===== config.mk =====
export PLATFORM = sky130hd
export DESIGN_NAME = sprite_blitter
export DESIGN_NICKNAME = d
export VERILOG_FILES = /design/src/rtl/video_pkg.sv /design/src/rtl/blit_delay.sv /design/src/rtl/sprite_blitter.sv
export SDC_FILE = /design/constraint.sdc
export NUM_CORES = 1
export LEC_CHECK = 0
export BUFFER_PORTS_ARGS = -buffer_cell sky130_fd_sc_hd__buf_2
export CELL_PAD_IN_SITES_DETAIL_PLACEMENT = 1
export CELL_PAD_IN_SITES_GLOBAL_PLACEMENT = 2
export CORE_MARGIN = 1.5
export CORE_UTILIZATION = 29
export CTS_CLUSTER_DIAMETER = 100
export DETAILED_ROUTE_END_ITERATION = 10
export PLACE_DENSITY = 0.82
export REMOVE_ABC_BUFFERS = 1
export SETUP_SLACK_MARGIN = 0.1
export SYNTH_ARGS = -nofsm -noshare
export SYNTH_HDL_FRONTEND = slang
export SYNTH_SLANG_ARGS = --single-unit

===== constraint.sdc =====
create_clock -name clk -period 4.1 [get_ports clk]
set_input_delay 0.205 -clock clk [delete_from_list [all_inputs] [get_ports clk]]
set_output_delay 0.205 -clock clk [all_outputs]
set_load 0.02 [all_outputs]

===== src/rtl/video_pkg.sv =====
// Shared video definitions: frame geometry defaults, pixel format, colour key
// and the blitter state encoding.
package video_pkg;

   localparam int unsigned FRAME_W_DEF = 320;
   localparam int unsigned FRAME_H_DEF = 240;
   localparam int unsigned PIX_W_DEF   = 24;
   localparam logic [PIX_W_DEF-1:0] TRANSP_KEY_DEF = 24'hFF00FF;

   typedef enum logic [1:0] {
      IDLE,
      READ,
      DRAIN
   } blit_state_t;

   function automatic int unsigned frame_addr_w(input int unsigned w, input int unsigned h);
      return $clog2(w * h);
   endfunction

endpackage


===== src/rtl/blit_delay.sv =====
// Fixed-depth shift register carrying the write sideband alongside the
// image-memory read latency.
module blit_delay #(
   parameter int unsigned DEPTH = 1,
   parameter int unsigned AW    = 17
) (
   input  logic          clk,
   input  logic          rst_n,
   input  logic          valid_i,
   input  logic          inb_i,
   input  logic [AW-1:0] addr_i,
   output logic          valid_o,
   output logic          inb_o,
   output logic [AW-1:0] addr_o
);

   logic [DEPTH-1:0]         valid_q;
   logic [DEPTH-1:0]         inb_q;
   logic [DEPTH-1:0][AW-1:0] addr_q;

   always_ff @(posedge clk or negedge rst_n) begin
      if (!rst_n) begin
         valid_q <= '0;
         inb_q   <= '0;
         addr_q  <= '0;
      end else begin
         valid_q[0] <= valid_i;
         inb_q[0]   <= inb_i;
         addr_q[0]  <= addr_i;
         for (int unsigned i = DEPTH - 1; i > 0; i--) begin
            valid_q[i] <= valid_q[i-1];
            inb_q[i]   <= inb_q[i-1];
            addr_q[i]  <= addr_q[i-1];
         end
      end
   end

   assign valid_o = valid_q[DEPTH-1];
   assign inb_o   = inb_q[DEPTH-1];
   assign addr_o  = addr_q[DEPTH-1];

endmodule


===== src/rtl/sprite_blitter.sv =====
// Sprite-to-framebuffer copy engine: one image read per clock, flip on the
// source side, clip and colour-key on the frame-buffer write side.
module sprite_blitter
   import video_pkg::*;
#(
   parameter int unsigned FRAME_W = FRAME_W_DEF,
   parameter int unsigned FRAME_H = FRAME_H_DEF,
   parameter int unsigned SPR_W   = 8,
   parameter int unsigned SPR_H   = 8,
   parameter int unsigned IDX_W   = 8,
   parameter int unsigned PIX_W   = PIX_W_DEF,
   parameter int unsigned MEM_LAT = 1,
   parameter logic [PIX_W-1:0] TRANSP_KEY = TRANSP_KEY_DEF,
   localparam int unsigned XW  = $clog2(FRAME_W),
   localparam int unsigned YW  = $clog2(FRAME_H),
   localparam int unsigned CW  = $clog2(SPR_W),
   localparam int unsigned RW  = $clog2(SPR_H),
   localparam int unsigned NW  = CW + RW,
   localparam int unsigned FAW = frame_addr_w(FRAME_W, FRAME_H)
) (
   input  logic                clk,
   input  logic                rst_n,
   input  logic                start,
   input  logic [XW-1:0]       x_in,
   input  logic [YW-1:0]       y_in,
   input  logic [IDX_W-1:0]    idx_in,
   input  logic                flip_h,
   input  logic                flip_v,
   output logic [IDX_W+NW-1:0] img_mem_addr,
   input  logic [PIX_W-1:0]    img_pixel_data,
   output logic [FAW-1:0]      frame_addr,
   output logic [PIX_W-1:0]    frame_data,
   output logic                frame_we,
   output logic                rdy,
   output logic                done
);

   localparam int unsigned DW  = $clog2(MEM_LAT + 1);
   localparam int unsigned XSW = XW + 1;
   localparam int unsigned YSW = YW + 1;

   blit_state_t state_q, state_d;
   logic [NW-1:0]    cnt_q, cnt_d;
   logic [DW-1:0]    dcnt_q, dcnt_d;
   logic [XW-1:0]    x_q;
   logic [YW-1:0]    y_q;
   logic [IDX_W-1:0] idx_q;
   logic             fh_q, fv_q;
   logic             accept, issue;

   always_comb begin
      state_d = state_q;
      cnt_d   = cnt_q;
      dcnt_d  = dcnt_q;
      accept  = 1'b0;
      issue   = 1'b0;
      rdy     = 1'b0;
      done    = 1'b0;
      case (state_q)
         IDLE: begin
            rdy = 1'b1;
            if (start) begin
               accept  = 1'b1;
               cnt_d   = '0;
               state_d = READ;
            end
         end
         READ: begin
            issue = 1'b1;
            cnt_d = cnt_q + NW'(1);
            if (cnt_q == NW'(SPR_W * SPR_H - 1)) begin
               dcnt_d  = '0;
               state_d = DRAIN;
            end
         end
         DRAIN: begin
            dcnt_d = dcnt_q + DW'(1);
            if (dcnt_q == DW'(MEM_LAT - 1)) begin
               done    = 1'b1;
               state_d = IDLE;
            end
         end
         default: state_d = IDLE;
      endcase
   end

   always_ff @(posedge clk or negedge rst_n) begin
      if (!rst_n) begin
         state_q <= IDLE;
         cnt_q   <= '0;
         dcnt_q  <= '0;
         x_q     <= '0;
         y_q     <= '0;
         idx_q   <= '0;
         fh_q    <= 1'b0;
         fv_q    <= 1'b0;
      end else begin
         state_q <= state_d;
         cnt_q   <= cnt_d;
         dcnt_q  <= dcnt_d;
         if (accept) begin
            x_q   <= x_in;
            y_q   <= y_in;
            idx_q <= idx_in;
            fh_q  <= flip_h;
            fv_q  <= flip_v;
         end
      end
   end

   // Sprite dimensions are powers of two, so DIM-1-n is just the bitwise complement.
   logic [CW-1:0] col, src_col;
   logic [RW-1:0] row, src_row;

   assign col     = cnt_q[CW-1:0];
   assign row     = cnt_q[NW-1:CW];
   assign src_col = fh_q ? ~col : col;
   assign src_row = fv_q ? ~row : row;

   assign img_mem_addr = issue ? {idx_q, src_row, src_col} : '0;

   logic [XSW-1:0] xs;
   logic [YSW-1:0] ys;
   logic           inb;
   logic [FAW-1:0] dest;

   assign xs   = {1'b0, x_q} + XSW'(col);
   assign ys   = {1'b0, y_q} + YSW'(row);
   assign inb  = (xs < XSW'(FRAME_W)) && (ys < YSW'(FRAME_H));
   assign dest = FAW'(ys) * FAW'(FRAME_W) + FAW'(xs);

   logic           pv, pinb;
   logic [FAW-1:0] paddr;

   blit_delay #(
      .DEPTH (MEM_LAT),
      .AW    (FAW)
   ) u_delay (
      .clk     (clk),
      .rst_n   (rst_n),
      .valid_i (issue),
      .inb_i   (inb),
      .addr_i  (dest),
      .valid_o (pv),
      .inb_o   (pinb),
      .addr_o  (paddr)
   );

   assign frame_we   = pv && pinb && (img_pixel_data != TRANSP_KEY);
   assign frame_data = pv ? img_pixel_data : '0;
   assign frame_addr = paddr;

endmodule


# [Word level (Yosys, flattened, before mapping)]
# Index checks and enable logic that the tools add are counted.
[totals] out_inout_bits=58 elab_cells=55 regBits=55
[op_classes] mux=18 eq_ne=7 multipliers=1 n_lt_le_gt_ge=2 add_sub_neg=5 n_bitwise=2 reduce_logical=9
[ops] op="$mux W24" count=1
[ops] op="$ne A24 B24 Y1 const B" count=1
[ops] op="$add A17 B10 Y17" count=1
[ops] op="$mux W14" count=1
[ops] op="$pmux W6 S2" count=1
[ops] op="$mul A9 B3 Y11 const B" count=1
[ops] op="$add A9 B3 Y10" count=1
[ops] op="$lt A10 B9 Y1 const B" count=1
[ops] op="$add A8 B3 Y9" count=1
[ops] op="$lt A9 B8 Y1 const B" count=1
[ops] op="$mux W1" count=7
[ops] op="$add A6 B1 Y6 const B" count=1
[ops] op="$eq A6 B6 Y1 const B" count=1
[ops] op="$mux W2" count=3
[ops] op="$mux W3" count=2
[ops] op="$mux W6" count=1
[ops] op="$ne A2 B2 Y1 const B" count=3
[ops] op="$not A3 Y3" count=2
[ops] op="$pmux W2 S3" count=1
[ops] op="$reduce_and A2 Y1" count=2
[ops] op="$reduce_bool A2 Y1" count=2
[ops] op="$logic_and A1 B1 Y1" count=3
[ops] op="$reduce_and A3 Y1" count=1
[ops] op="$eq A2 B1 Y1 const B" count=1
[ops] op="other kinds (4)" count=4

# [Logic depth before layout (Yosys ltp)]
# Gate-level depths: netlist (run 1).
[logic_depth] ltp_word=3 mapped_depth=16

# [By module]
# A second synthesis (run 1) with hierarchy kept.
[unflattened] hier_cells=368 hier_area_um2=3368.2
[modules_own_cells] mod="sprite_blitter" seq_area_each_um2=900.9 cells_each=349 n_inst=1 area_per_inst_um2=2892.8
[modules_own_cells] mod="blit_delay" seq_area_each_um2=475.5 cells_each=19 n_inst=1 area_per_inst_um2=475.5

# [Least setup slack after synthesis (run 1)]
# Ideal clock, no wire load.
[synth_path] path_type="reg-to-reg" from="register cnt_q[3]" to="register u_delay.addr_q (netlist bit u_delay.addr_o[16])" stages_incl_launch_ff=16 setup_time_ps=125 required_ps=3975 synth_period_minus_slack_ps=3633 setup_slack_ps=467 arrival_time_ps=3507 path_cell_list="dfrtp_1 > ha_1 > inv_1 > fa_1 > nor2b_1 > or2_2 > nand2_1 > xnor2_1 > ha_1 > fa_1 > a211oi_1 > o21bai_1 > a21oi_1 > xor2_1 > or3b_1 > xnor2_1"
[synth_between] elab_chain_cells=3
[synth_lines] element="from (decl)" line="sprite_blitter.sv:43" source="logic [NW-1:0] cnt_q, cnt_d;"
[synth_lines] element="from (signal assigned)" line="sprite_blitter.sv:99" source="cnt_q <= cnt_d;"
[synth_lines] element="$add A8 B3 Y9" line="sprite_blitter.sv:128" source="assign ys = {1'b0, y_q} + YSW'(row);"
[synth_lines] element="$mul A9 B3 Y11" line="sprite_blitter.sv:130" source="assign dest = FAW'(ys) * FAW'(FRAME_W) + FAW'(xs);"
[synth_lines] element="$add A17 B10 Y17" line="sprite_blitter.sv:130"
[synth_lines] element="via dest[16]" line="sprite_blitter.sv:125" source="logic [FAW-1:0] dest;"
[synth_lines] element="to (signal, indexed assignment)" line="blit_delay.sv:33" source="addr_q[i] <= addr_q[i-1];"
[synth_lines] element="to (decl)" line="blit_delay.sv:19" source="logic [DEPTH-1:0][AW-1:0] addr_q;"
# The timed path passes the listed nets, and every way through them passes these cells.
# A chain may end at the register's enable or synchronous reset.

# [Final worst setup path (run 1)]
# Ends and elaborated chain as after synthesis.

==> results of run 1 <==
power by group:
part | leakage (nW) | internal (mW) | total (mW) | switching, mW
Combinational | 1.45 | 0.784 | 1.86 | 1.08
Sequential | 0.671 | 0.764 | 0.929 | 0.165
Clock | 0.0741 | 0.245 | 0.446 | 0.201
final timing paths:
| kind | end | from | slack, ps | cells after the start |
|---|---|---|---|---|
| setup / recovery | u_delay.addr_o[16] | cnt_q[3] | 300 | 15 |
| hold / removal | u_delay.addr_o[16] | rst_n | 20 | 2 |
| setup reg to reg | u_delay.addr_o[16] | cnt_q[3] | 300 | 15 |
| hold reg to reg | idx_q[1] | idx_q[1] | 470 | 2 |
| max in group asynchronous | cnt_q[3] | rst_n | 3550 | 2 |
| min in group clk | idx_q[4] | idx_in[4] | 90 | 3 |
routing by layer:
metal	routed length, um	global-route usage (%)
met3	476	3.46
met5	0	0
met1	3800	18.3
met2	4240	25.8
met4	161	4.87
per-stage QoR:
stage | instance area, um2 | util (%) | total power, mW | hold WS [ps]
3_3_place_gp | 4060 | 35.7 | 2.71 | 394
3_5_place_dp | 4060 | 35.7 | 2.77 | 399
4_1_cts | 4210 | 37.0 | 3.25 | 82.3
2_1_floorplan | 3310 | - | 2.26 | -90.6
6_report | 4230 | 37.2 | 3.24 | 23.5
5_1_grt | 4230 | 37.2 | 3.55 | 93.4
state kept, by name, summed over array words and instances, names as in the netlist:
| name | count |
|---|---|
| x_q | 9 |
| fv_q | 1 |
| cnt_q | 6 |
| idx_q | 8 |
| state_q | 2 |
| dcnt_q | 1 |
| u_delay.inb_o | 1 |
| u_delay.valid_o | 1 |
| u_delay.addr_o | 17 |
| fh_q | 1 |
| y_q | 8 |
cell type report:
cell class,count,area [um2],area share (%)
clock inverters,1,8.76,0.207
clock buffers,7,143,3.37
repair buffers,113,571,13.5
inverters,14,52.6,1.24
multi-input cells,295,1900,44.9
well taps,143,179,4.23
flip-flops and latches,55,1380,32.6
synth_stat cells, drive strengths merged (2+ instances only):
master	n	area, um2
a211oi	3	22.5
a21o	8	60.1
a21oi	7	42.5
a31oi	2	12.5
and2	34	213
and3	4	25.0
and3b	2	17.5
clkbuf	12	45.0
dfrtp	55	1380
fa	4	80.1
ha	24	300
inv	14	52.6
nand2	97	364
nand2b	2	12.5
nand3	8	45.0
nand4	5	31.3
nor2	20	77.6
nor2b	4	25.0
nor3	2	10.0
nor4	2	12.5
o21ai	16	80.1
or2	2	12.5
xnor2	24	210
xor2	11	104
repair_timing:
action,in CTS,in global routing
setup endpoints to repair,0,1
gates resized for setup,0,6
endpoints found under the hold margin,0,0
kinds of logic (layout without fill, tap and decap cells):
| group | after synthesis | in the layout | share of synthesized area [%] |
|---|---|---|---|
| AO/OA/AOI/OAI | 43 | 43 | 8.24 |
| XOR/XNOR | 35 | 35 | 9.36 |
| adder cells (fa/ha/maj) | 28 | 28 | 11.3 |
| buffers and inverters | 27 | 135 | 3.02 |
| flip-flops | 55 | 55 | 41.0 |
| multiplexers | 2 | 2 | 0.634 |
| AND/OR/NAND/NOR | 187 | 187 | 26.4 |
critical path, stage by stage, from the launching register on:
cell and delay, ps:
dfrtp_2 430, ha_1 200, inv_1 60, fa_1 390, nor2b_1 160, or2_2 150, nand2_1 80, xnor2_2 160
ha_1 360, fa_2 440, a211oi_2 260, nor2_2 90, xor2_2 210, nand3_2 130, or3b_1 400, xnor2_1 150
==> reports/qor.yml, run 1 <==
status: "finished clean"
viasPerCell: 4.70
grt_usage_pct: 14.9
worst_pin_slew_ps: 1050
fin_skew_ps: 8.13
hold_path_class: "input port to asynchronous set/reset pin"
die_h_um: 111
insertedDiodeCount: 0
max-cap-violations: 0
setup_ws_ps: 303
final_common_cell: "buf_2"
required_ps: 4270
grt_pass1_wl_um: 14800
tritoncts: "built"
clkLatencyLatePin_ps: 300
num_vias: 2950
hpwl_um: 6670
overflow: 0
startpoint_type: "flop"
finalCritPeriodShare_pct: 92.6
cts_sinks: 55
fill_cells: 1380
dp_slack_ps: 138
ant_nets: 0
max_freq_mhz: 263
endpoint_kind: "flop"
cts-hold-fix-buffers: 0
ys_ff_latch: 55
drv_slew: 0
yosys_warnings: 0
synthesis.area_um2: 3360
rows: 39
grt_max_degree: 56
cts_setup_buffers: 0
tns_ps: 0
instances_no_fill: 628
core_area_um2: 11400
io_pins: 112
htreeDepth: 2
arrival_ps: 3970
dp.cells: 620
synth-edff-count: 0
dieWidth_um: 111
async_reset_ff_share_pct: 100
area_growth_pct: 26.1
synth.avg_cell_area_um2: 8.90
relSlewSlack_pct: 30.2
clk_pin_slew_ps: 80
final_nets: 566
place_congestion: 0.843
antenna_found_initial: 0
setup-violations-final: 0
power_per_cell_area_nw_per_um2: 765
drtIter0Drc: 114
drc: 0
ir_worst_vdd_uv: 279
rsz0062_at_grt: "no"
dr.pass1.iters: 4
wl_per_cell_um: 13.8
cts_made_buffers: 5
port_buffers: 111
synth_flop_cell: "dfrtp_1"
critPathMaxFanout: 6
worst-setup-path-type: "flop to flop"
layout_common_cells: "111 x buf_2, 97 x nand2_1, 53 x dfrtp_1"
syn_inst: 377
drive_gt1_share_pct: 27.4
yosysSeqAreaShare_pct: 41.0
synth.distinct_cells: 45
initial_core_util_pct: 29.5
clk_path_buf_depth: 2
dieArea_um2: 12200
grt_pass1_vias: 3043
drt-total-wl_um: 8680
p_leak_nw: 2.20
finalHoldViolCount: 0
root_buffer: "clkbuf_16"
min_period_ps: 3800
Power figures use the tool's default switching activity.
==> run 2: changes to the inputs <==
--- a/config.mk
+++ b/config.mk
@@ -9,10 +9,10 @@
 export CELL_PAD_IN_SITES_DETAIL_PLACEMENT = 1
 export CELL_PAD_IN_SITES_GLOBAL_PLACEMENT = 2
 export CORE_MARGIN = 1.5
-export CORE_UTILIZATION = 29
+export CORE_UTILIZATION = 25
 export CTS_CLUSTER_DIAMETER = 100
 export DETAILED_ROUTE_END_ITERATION = 10
-export PLACE_DENSITY = 0.82
+export PLACE_DENSITY = 0.73
 export REMOVE_ABC_BUFFERS = 1
 export SETUP_SLACK_MARGIN = 0.1
 export SYNTH_ARGS = -nofsm -noshare
==> run 2 against run 1 <==
Sequential share of layout area shrank 0.24 points. Clock power shrank 5.2%. Clock skew fell by 0.66 ps. First-iteration DRC count decreased by 17%. Via count down 1.9%. Critical path depth unchanged. Sequential power about the same. Critical endpoint unchanged.
==> reports/qor.yml, run 2 (same netlist as run 1, synthesis figures left out) <==
p_seq_share_pct: 29.2  # was 28.7%
tns_ps: 0  # unchanged
drive_gt1_share_pct: 27.2  # was 27.4%
setup_ws_ps: 358  # was 303 ps
drt-total-wl_um: 8800  # was 8680 um
cts_sinks: 55  # unchanged
dieWidth_um: 119  # was 111 um
dp_slack_ps: 188  # was 138 ps
power_per_cell_area_nw_per_um2: 747  # was 765 nW/um2
cts_setup_buffers: 0  # unchanged
num_vias: 2895  # was 2950
max-cap-violations: 0  # unchanged
grt_max_degree: 56  # unchanged
critPathSlowestCell: "fa_1"  # was fa_2
clk_path_buf_depth: 2  # unchanged
dieArea_um2: 14100  # was 12200 um2
arrival_ps: 3910  # was 3970 ps
ir_worst_vdd_uv: 250  # was 279 uV
relSlewSlack_pct: 30.1  # was 30.2%
clk_pin_slew_ps: 70  # was 80 ps
die_h_um: 119  # was 111 um
cp-startpoint: "cnt_q[3]"  # unchanged
drc: 0  # unchanged
drv_slew: 0  # unchanged
clkLatencyLatePin_ps: 300  # about the same
area_growth_pct: 26.9  # was 26.1%
core_area_um2: 13200  # was 11400 um2
cts_made_buffers: 5  # unchanged
startpoint_type: "flop"  # unchanged
final_common_cell: "buf_2"  # unchanged
critPathMaxFanout: 6  # unchanged
p_sw_share_pct: 44.7  # was 44.6%
cts-hold-fix-buffers: 0  # unchanged
min_period_ps: 3740  # was 3800 ps
finalHoldViolCount: 0  # unchanged
layout_common_cells: "111 x buf_2, 97 x nand2_1, 54 x dfrtp_1"  # was 111 x buf_2, 97 x nand2_1, 53 x dfrtp_1
endpoint_kind: "flop"  # unchanged
p_leak_nw: 2.20  # about the same
fin_skew_ps: 7.47  # was 8.13 ps
rsz0062_at_grt: "no"  # unchanged
grt_usage_pct: 12.9  # was 14.9%
insertedDiodeCount: 0  # unchanged
root_buffer: "clkbuf_16"  # unchanged
wl_per_cell_um: 13.3  # was 13.8 um
status: "finished clean"  # unchanged
port_buffers: 111  # unchanged
viasPerCell: 4.38  # was 4.70
tritoncts: "built"  # unchanged
place_congestion: 0.762  # was 0.843
finalCritPeriodShare_pct: 91.3  # was 92.6%
grt_pass1_vias: 3112  # was 3043
initial_core_util_pct: 25.5  # was 29.5%
largest_reg_flops: 17  # unchanged
dr.pass1.iters: 4  # unchanged
rows: 42  # was 39
switching_power_mw: 1.42  # was 1.45 mW
worst-setup-path-type: "flop to flop"  # unchanged
required_ps: 4270  # about the same
overflow: 0  # unchanged
max_freq_mhz: 267  # was 263 MHz
hold_path_class: "input port to asynchronous set/reset pin"  # unchanged
grt_pass1_wl_um: 14600  # was 14800 um
r2r-start: "cnt_q[3]"  # unchanged
antenna_found_initial: 0  # unchanged
hpwl_um: 6810  # was 6670 um
io_pins: 112  # unchanged
final_nets: 567  # was 566
htreeDepth: 2  # unchanged
setup-violations-final: 0  # unchanged
internal_power_mw: 1.76  # was 1.79 mW
worst_pin_slew_ps: 1050  # about the same
comb_power_share_pct: 57.6  # about the same
fill_cells: 1611  # was 1380
crit_path_cell_trace: "ha_1 -> inv_1 -> fa_1 -> nor2b_2 -> or2_2 -> nand2_1 -> xnor2_2 -> ha_1 -> fa_1 -> a211oi_2 -> nor2_2 -> xor2_2 -> nand3_2 -> or3b_1 -> xnor2_1"  # was ha_1 -> inv_1 -> fa_1 -> nor2b_1 -> or2_2 -> nand2_1 -> xnor2_2 -> ha_1 -> fa_2 -> a211oi_2 -> nor2_2 -> xor2_2 -> nand3_2 -> or3b_1 -> xnor2_1
regToRegSetupSlack_ps: 360  # was 300 ps
drtIter0Drc: 95  # was 114
pwr-share-clk_pct: 13.3  # was 13.8%
ant_nets: 0  # unchanged
slowest_delay_ps: 480  # was 440 ps
[run 2: changes by cell type in the layout (fill, tap and decap cells not counted), sizes merged]
cell	delta
clkbuf	-2
buf	+1
clkinv	+1
[run 2: layout make-up]
cell class / instances / area [um2] / share of cell area, %
multi-input combinational: 295 / 1890 / 44.5
clock inverter: 2 / 13.8 / 0.323
clock buffer: 5 / 125 / 2.94
sequential: 55 / 1380 / 32.3
timing repair buffer: 114 / 578 / 13.6
inverter: 14 / 52.6 / 1.23
tap: 176 / 220 / 5.17
[run 2: power groups by stage]
stage               Clock, mW  Sequential [mW]  Combinational, mW
floorplan                   0             1.00               1.25
global placement            0            0.931               1.80
detailed placement          0            0.939               1.84
CTS                     0.444            0.931               1.86
global route            0.466            0.962               2.08
finish                  0.423            0.928               1.83
[run 2: worst paths after layout]
check | end | cells past startpoint
worst max register to register | u_delay.addr_o[16] | 15
worst min register to register | idx_q[2] | 2
min in group clk | fh_q | 3
worst min-delay path | u_delay.addr_o[6] | 2
max in group asynchronous | cnt_q[3] | 2
worst max-delay path | u_delay.addr_o[16] | 15
[run 2: metrics by stage]
step                      util (%)  instance area (um2)  cells  power (mW)  hold WS [ps]
after CTS                     32.2                 4250    661        3.23          87.9
after detailed placement      31.1                 4110    654        2.78           401
after floorplan                  -                 3310    364        2.26         -90.6
after global routing          32.3                 4260    661        3.51          90.4
final                         32.3                 4260    661        3.18          31.1
after global placement        31.1                 4110    654        2.73           397
[run 2: critical path: cells and delay by family, from the launching register on]
kind / cells / cell delay, ps
AOI/OAI and AO/OA: 1 / 280
xor gates and xnor gates: 3 / 500
buffers and inverters: 1 / 50
DFF: 1 / 420
and+or+nand+nor: 6 / 940
adders and majority gates: 4 / 1420
[run 2: what timing repair did]
item / in CTS / in global routing
endpoints found under the setup margin: 0 / 1
hold endpoints to repair: 0 / 0
gates resized for setup: 0 / 4
[run 2: routing by layer]
metal / track usage [%] / part of all wire [%] / up-vias
met3: 2.49 / 4.8 / 6
met2: 23.5 / 48 / 86
met5: 0 / 0 / -
li1: - / - / 1448
met1: 15.6 / 46 / 1355
met4: 3.16 / 1.1 / 0
==> run 3: changes to the inputs <==
--- a/config.mk
+++ b/config.mk
@@ -10,11 +10,11 @@
 export CELL_PAD_IN_SITES_GLOBAL_PLACEMENT = 2
 export CORE_MARGIN = 1.5
 export CORE_UTILIZATION = 25
-export CTS_CLUSTER_DIAMETER = 100
 export DETAILED_ROUTE_END_ITERATION = 10
-export PLACE_DENSITY = 0.73
+export PLACE_DENSITY = 0.72
 export REMOVE_ABC_BUFFERS = 1
 export SETUP_SLACK_MARGIN = 0.1
 export SYNTH_ARGS = -nofsm -noshare
 export SYNTH_HDL_FRONTEND = slang
+export SYNTH_HIERARCHICAL = 1
 export SYNTH_SLANG_ARGS = --single-unit
==> constraint.sdc (replaced) <==
create_clock -name clk -period 4.8 [get_ports clk]
set_input_delay 0.24 -clock clk [delete_from_list [all_inputs] [get_ports clk]]
set_output_delay 0.24 -clock clk [all_outputs]
set_load 0.02 [all_outputs]
==> run 3 against run 2 <==
Sequential power fell by 15%. Clock power is 11% lower. Count of clock-buffer cells in the layout unchanged. Non-clock buffer count fell by 1. Synthesized area up 0.34%. Routed wire length down 0.25%. Die area grew 0.32%. Maximum frequency is 3.1% higher. Critical path type unchanged. Largest cell class unchanged.
==> reports/qor.yml, run 3 <==
rows: 42  # unchanged
yosysSeqAreaShare_pct: 40.9  # was 41.0%
overflow: 0  # unchanged
drv_slew: 0  # unchanged
slowest_delay_ps: 510  # was 480 ps
drtIter0Drc: 94  # was 95
clkLatencyLatePin_ps: 300  # about the same
required_ps: 5020  # was 4270 ps
multi_input_area_um2: 1900  # was 1890 um2
ys_ff_latch: 55  # unchanged
ant_nets: 0  # unchanged
hpwl_um: 6670  # was 6810 um
worst_pin_slew_ps: 1030  # was 1050 ps
fill_cells: 1584  # was 1611
io_pins: 112  # unchanged
hold_path_class: "input port to asynchronous set/reset pin"  # unchanged
synth.distinct_cells: 46  # was 45
viasPerCell: 4.39  # was 4.38
largest_reg_flops: 17  # unchanged
tns_ps: 0  # unchanged
async_reset_ff_share_pct: 100  # unchanged
synth-simple-area-share_pct: 26.2  # was 26.4%
switching_power_mw: 1.23  # was 1.42 mW
ir_worst_vdd_uv: 215  # was 250 uV
rsz0062_at_grt: "no"  # unchanged
num_vias: 2869  # was 2895
timing.critical_path.buf_inv: 1  # unchanged
startpoint_type: "flop"  # unchanged
syn_inst: 368  # was 377
core_area_um2: 13200  # unchanged
synthesis.area_um2: 3370  # was 3360 um2
relSlewSlack_pct: 31.1  # was 30.1%
final_common_cell: "buf_2"  # unchanged
cts_made_buffers: 5  # unchanged
dr.pass1.iters: 4  # unchanged
clk_path_buf_depth: 2  # unchanged
postLayoutCellArea_um2: 4260  # about the same
max-cap-violations: 0  # unchanged
grt_usage_pct: 13.2  # was 12.9%
status: "finished clean"  # unchanged
synth-edff-count: 0  # unchanged
register_area_um2: 1380  # about the same
final_nets: 558  # was 567
finalHoldViolCount: 0  # unchanged
yosys_warnings: 6  # was 0
endpoint_kind: "flop"  # unchanged
setup-violations-final: 0  # unchanged
dieArea_um2: 14200  # was 14100 um2
cts_sinks: 55  # unchanged
die_h_um: 119  # about the same
htreeDepth: 2  # unchanged
yosysTopAreaCellShare_pct: 40.9  # was 41.0%
path_delay_family: "adder cells"  # unchanged
worst-setup-path-type: "flop to flop"  # unchanged
synth.area.mux_share_pct: 0.594  # was 0.634%
synth_adder_area_share_pct: 11.3  # about the same
clk_pin_slew_ps: 70  # about the same
insertedDiodeCount: 0  # unchanged
min_period_ps: 3630  # was 3740 ps
cts_resized: 0  # unchanged
drc: 0  # unchanged
cts_setup_buffers: 0  # unchanged
yosysTopAreaCell: "dfrtp_1"  # unchanged
p_leak_nw: 2.19  # was 2.20 nW
synth_area_leaders: "dfrtp_1 41%, nand2_1 10%, ha_1 8.9%"  # was dfrtp_1 41%, nand2_1 11%, ha_1 8.9%
grt_pass1_wl_um: 15100  # was 14600 um
synthXorXnorAreaFrac_pct: 9.77  # was 9.36%
fin_skew_ps: 12.1  # was 7.47 ps
tritoncts: "built"  # unchanged
synth.avg_cell_area_um2: 9.15  # was 8.90 um2
initial_core_util_pct: 25.5  # about the same
drive_gt1_share_pct: 27.5  # was 27.2%
internal_power_mw: 1.52  # was 1.76 mW
yosys-top-cells-count: "92 x nand2_1, 55 x dfrtp_1, 34 x and2_1"  # was 97 x nand2_1, 55 x dfrtp_1, 34 x and2_1
drt-total-wl_um: 8770  # was 8800 um
grt_pass1_vias: 3115  # was 3112
synth_most_common_cell: "nand2_1"  # unchanged
port_buffers: 111  # unchanged
cts-hold-fix-buffers: 0  # unchanged
p_sw_share_pct: 44.8  # was 44.7%
critPathMaxFanout: 6  # unchanged
power_per_cell_area_nw_per_um2: 645  # was 747 nW/um2
max_freq_mhz: 275  # was 267 MHz
synth_flop_cell: "dfrtp_1"  # unchanged
arrival_ps: 3850  # was 3910 ps
pwr-share-clk_pct: 13.7  # was 13.3%
root_buffer: "clkbuf_16"  # unchanged
antenna_found_initial: 0  # unchanged
place_congestion: 0.754  # was 0.762
grt_max_degree: 56  # unchanged
crit_path_cell_trace: "ha_1 -> inv_1 -> fa_1 -> nor2b_4 -> o21ai_0 -> xnor2_1 -> ha_1 -> fa_1 -> a21o_1 -> a21oi_1 -> xnor2_2 -> nand3_2 -> nor3b_2 -> xor2_1"  # was ha_1 -> inv_1 -> fa_1 -> nor2b_2 -> or2_2 -> nand2_1 -> xnor2_2 -> ha_1 -> fa_1 -> a211oi_2 -> nor2_2 -> xor2_2 -> nand3_2 -> or3b_1 -> xnor2_1
synth_top_family_by_area: "simple AND/OR/NAND/NOR gates"  # unchanged
synth-compound-area-share_pct: 8.54  # was 8.24%
comb_power_share_pct: 57.8  # was 57.6%
dieWidth_um: 119  # about the same
finalCritPeriodShare_pct: 75.6  # was 91.3%
critPathSlowestCell: "fa_1"  # unchanged
p_seq_share_pct: 28.6  # was 29.2%
placed_area_um2: 4110  # about the same
wl_per_cell_um: 13.4  # was 13.3 um
layout_common_cells: "111 x buf_2, 92 x nand2_1, 55 x dfrtp_1"  # was 111 x buf_2, 97 x nand2_1, 54 x dfrtp_1
area_growth_pct: 26.4  # was 26.9%
[run 3: cell count changes after synthesis, moves of 2 or more]
cell	change
o21ai_1	-2
xnor2_2	+2
nor2_1	-2
and3_1	-2
nand2_1	-5
xor2_1	+2
xnor2_1	-4
[run 3: kinds of logic after synthesis]
family / after synthesis
and+or+nand+nor: 180
DFF: 55
AOI/OAI and AO/OA: 43
xor gates and xnor gates: 35
adders and majority gates: 28
buffers and inverters: 25
muxes: 2
[run 3: stage by stage]
stage | setup slack (ps) | util, % | power [mW] | hold WS [ps] | std cells
3_5_place_dp | 1130 | 31.2 | 2.39 | 436 | 645
3_3_place_gp | 1230 | 31.2 | 2.36 | 429 | 645
5_1_grt | 774 | 32.3 | 3.02 | 131 | 653
2_1_floorplan | 1430 | - | 1.96 | -55.6 | 356
4_1_cts | 1100 | 32.3 | 2.79 | 115 | 653
6_report | 1170 | 32.3 | 2.75 | 58.2 | 653
[run 3: cell type report]
class / count / share of cell area (%)
multi-input cells: 288 / 44.6
clock inverters: 3 / 0.470
well taps: 176 / 5.17
inverters: 13 / 1.15
flip-flops and latches: 55 / 32.3
clock buffers: 5 / 2.94
repair buffers: 113 / 13.4
[run 3: path summary, 6_finish.rpt]
kind | startpoint | end | cells after the start | slack (ps)
max | cnt_q[3] | u_delay/addr_o[16] | 14 | 1170
min | rst_n | u_delay/addr_o[16] | 2 | 60
max reg2reg | cnt_q[3] | u_delay/addr_o[16] | 14 | 1170
min reg2reg | idx_q[5] | idx_q[5] | 2 | 480
max in group asynchronous | rst_n | y_q[4] | 2 | 4250
min in group clk | idx_in[5] | idx_q[5] | 3 | 120
[run 3: metal layers]
metal / track usage (%) / vias to the layer above / part of all wire (%)
met4: 3.16 / 0 / 1.0
li1: - / 1426 / -
met1: 16.2 / 1391 / 45
met2: 23.5 / 45 / 51
met3: 2.87 / 7 / 3.4
met5: 0 / - / 0
[run 3: power groups by stage]
stage / logic (mW) / clock network (mW) / registers, mW
floorplan: 1.10 / 0 / 0.858
global placement: 1.57 / 0 / 0.792
detailed placement: 1.59 / 0 / 0.799
CTS: 1.61 / 0.391 / 0.789
global route: 1.79 / 0.409 / 0.817
finish: 1.59 / 0.376 / 0.785
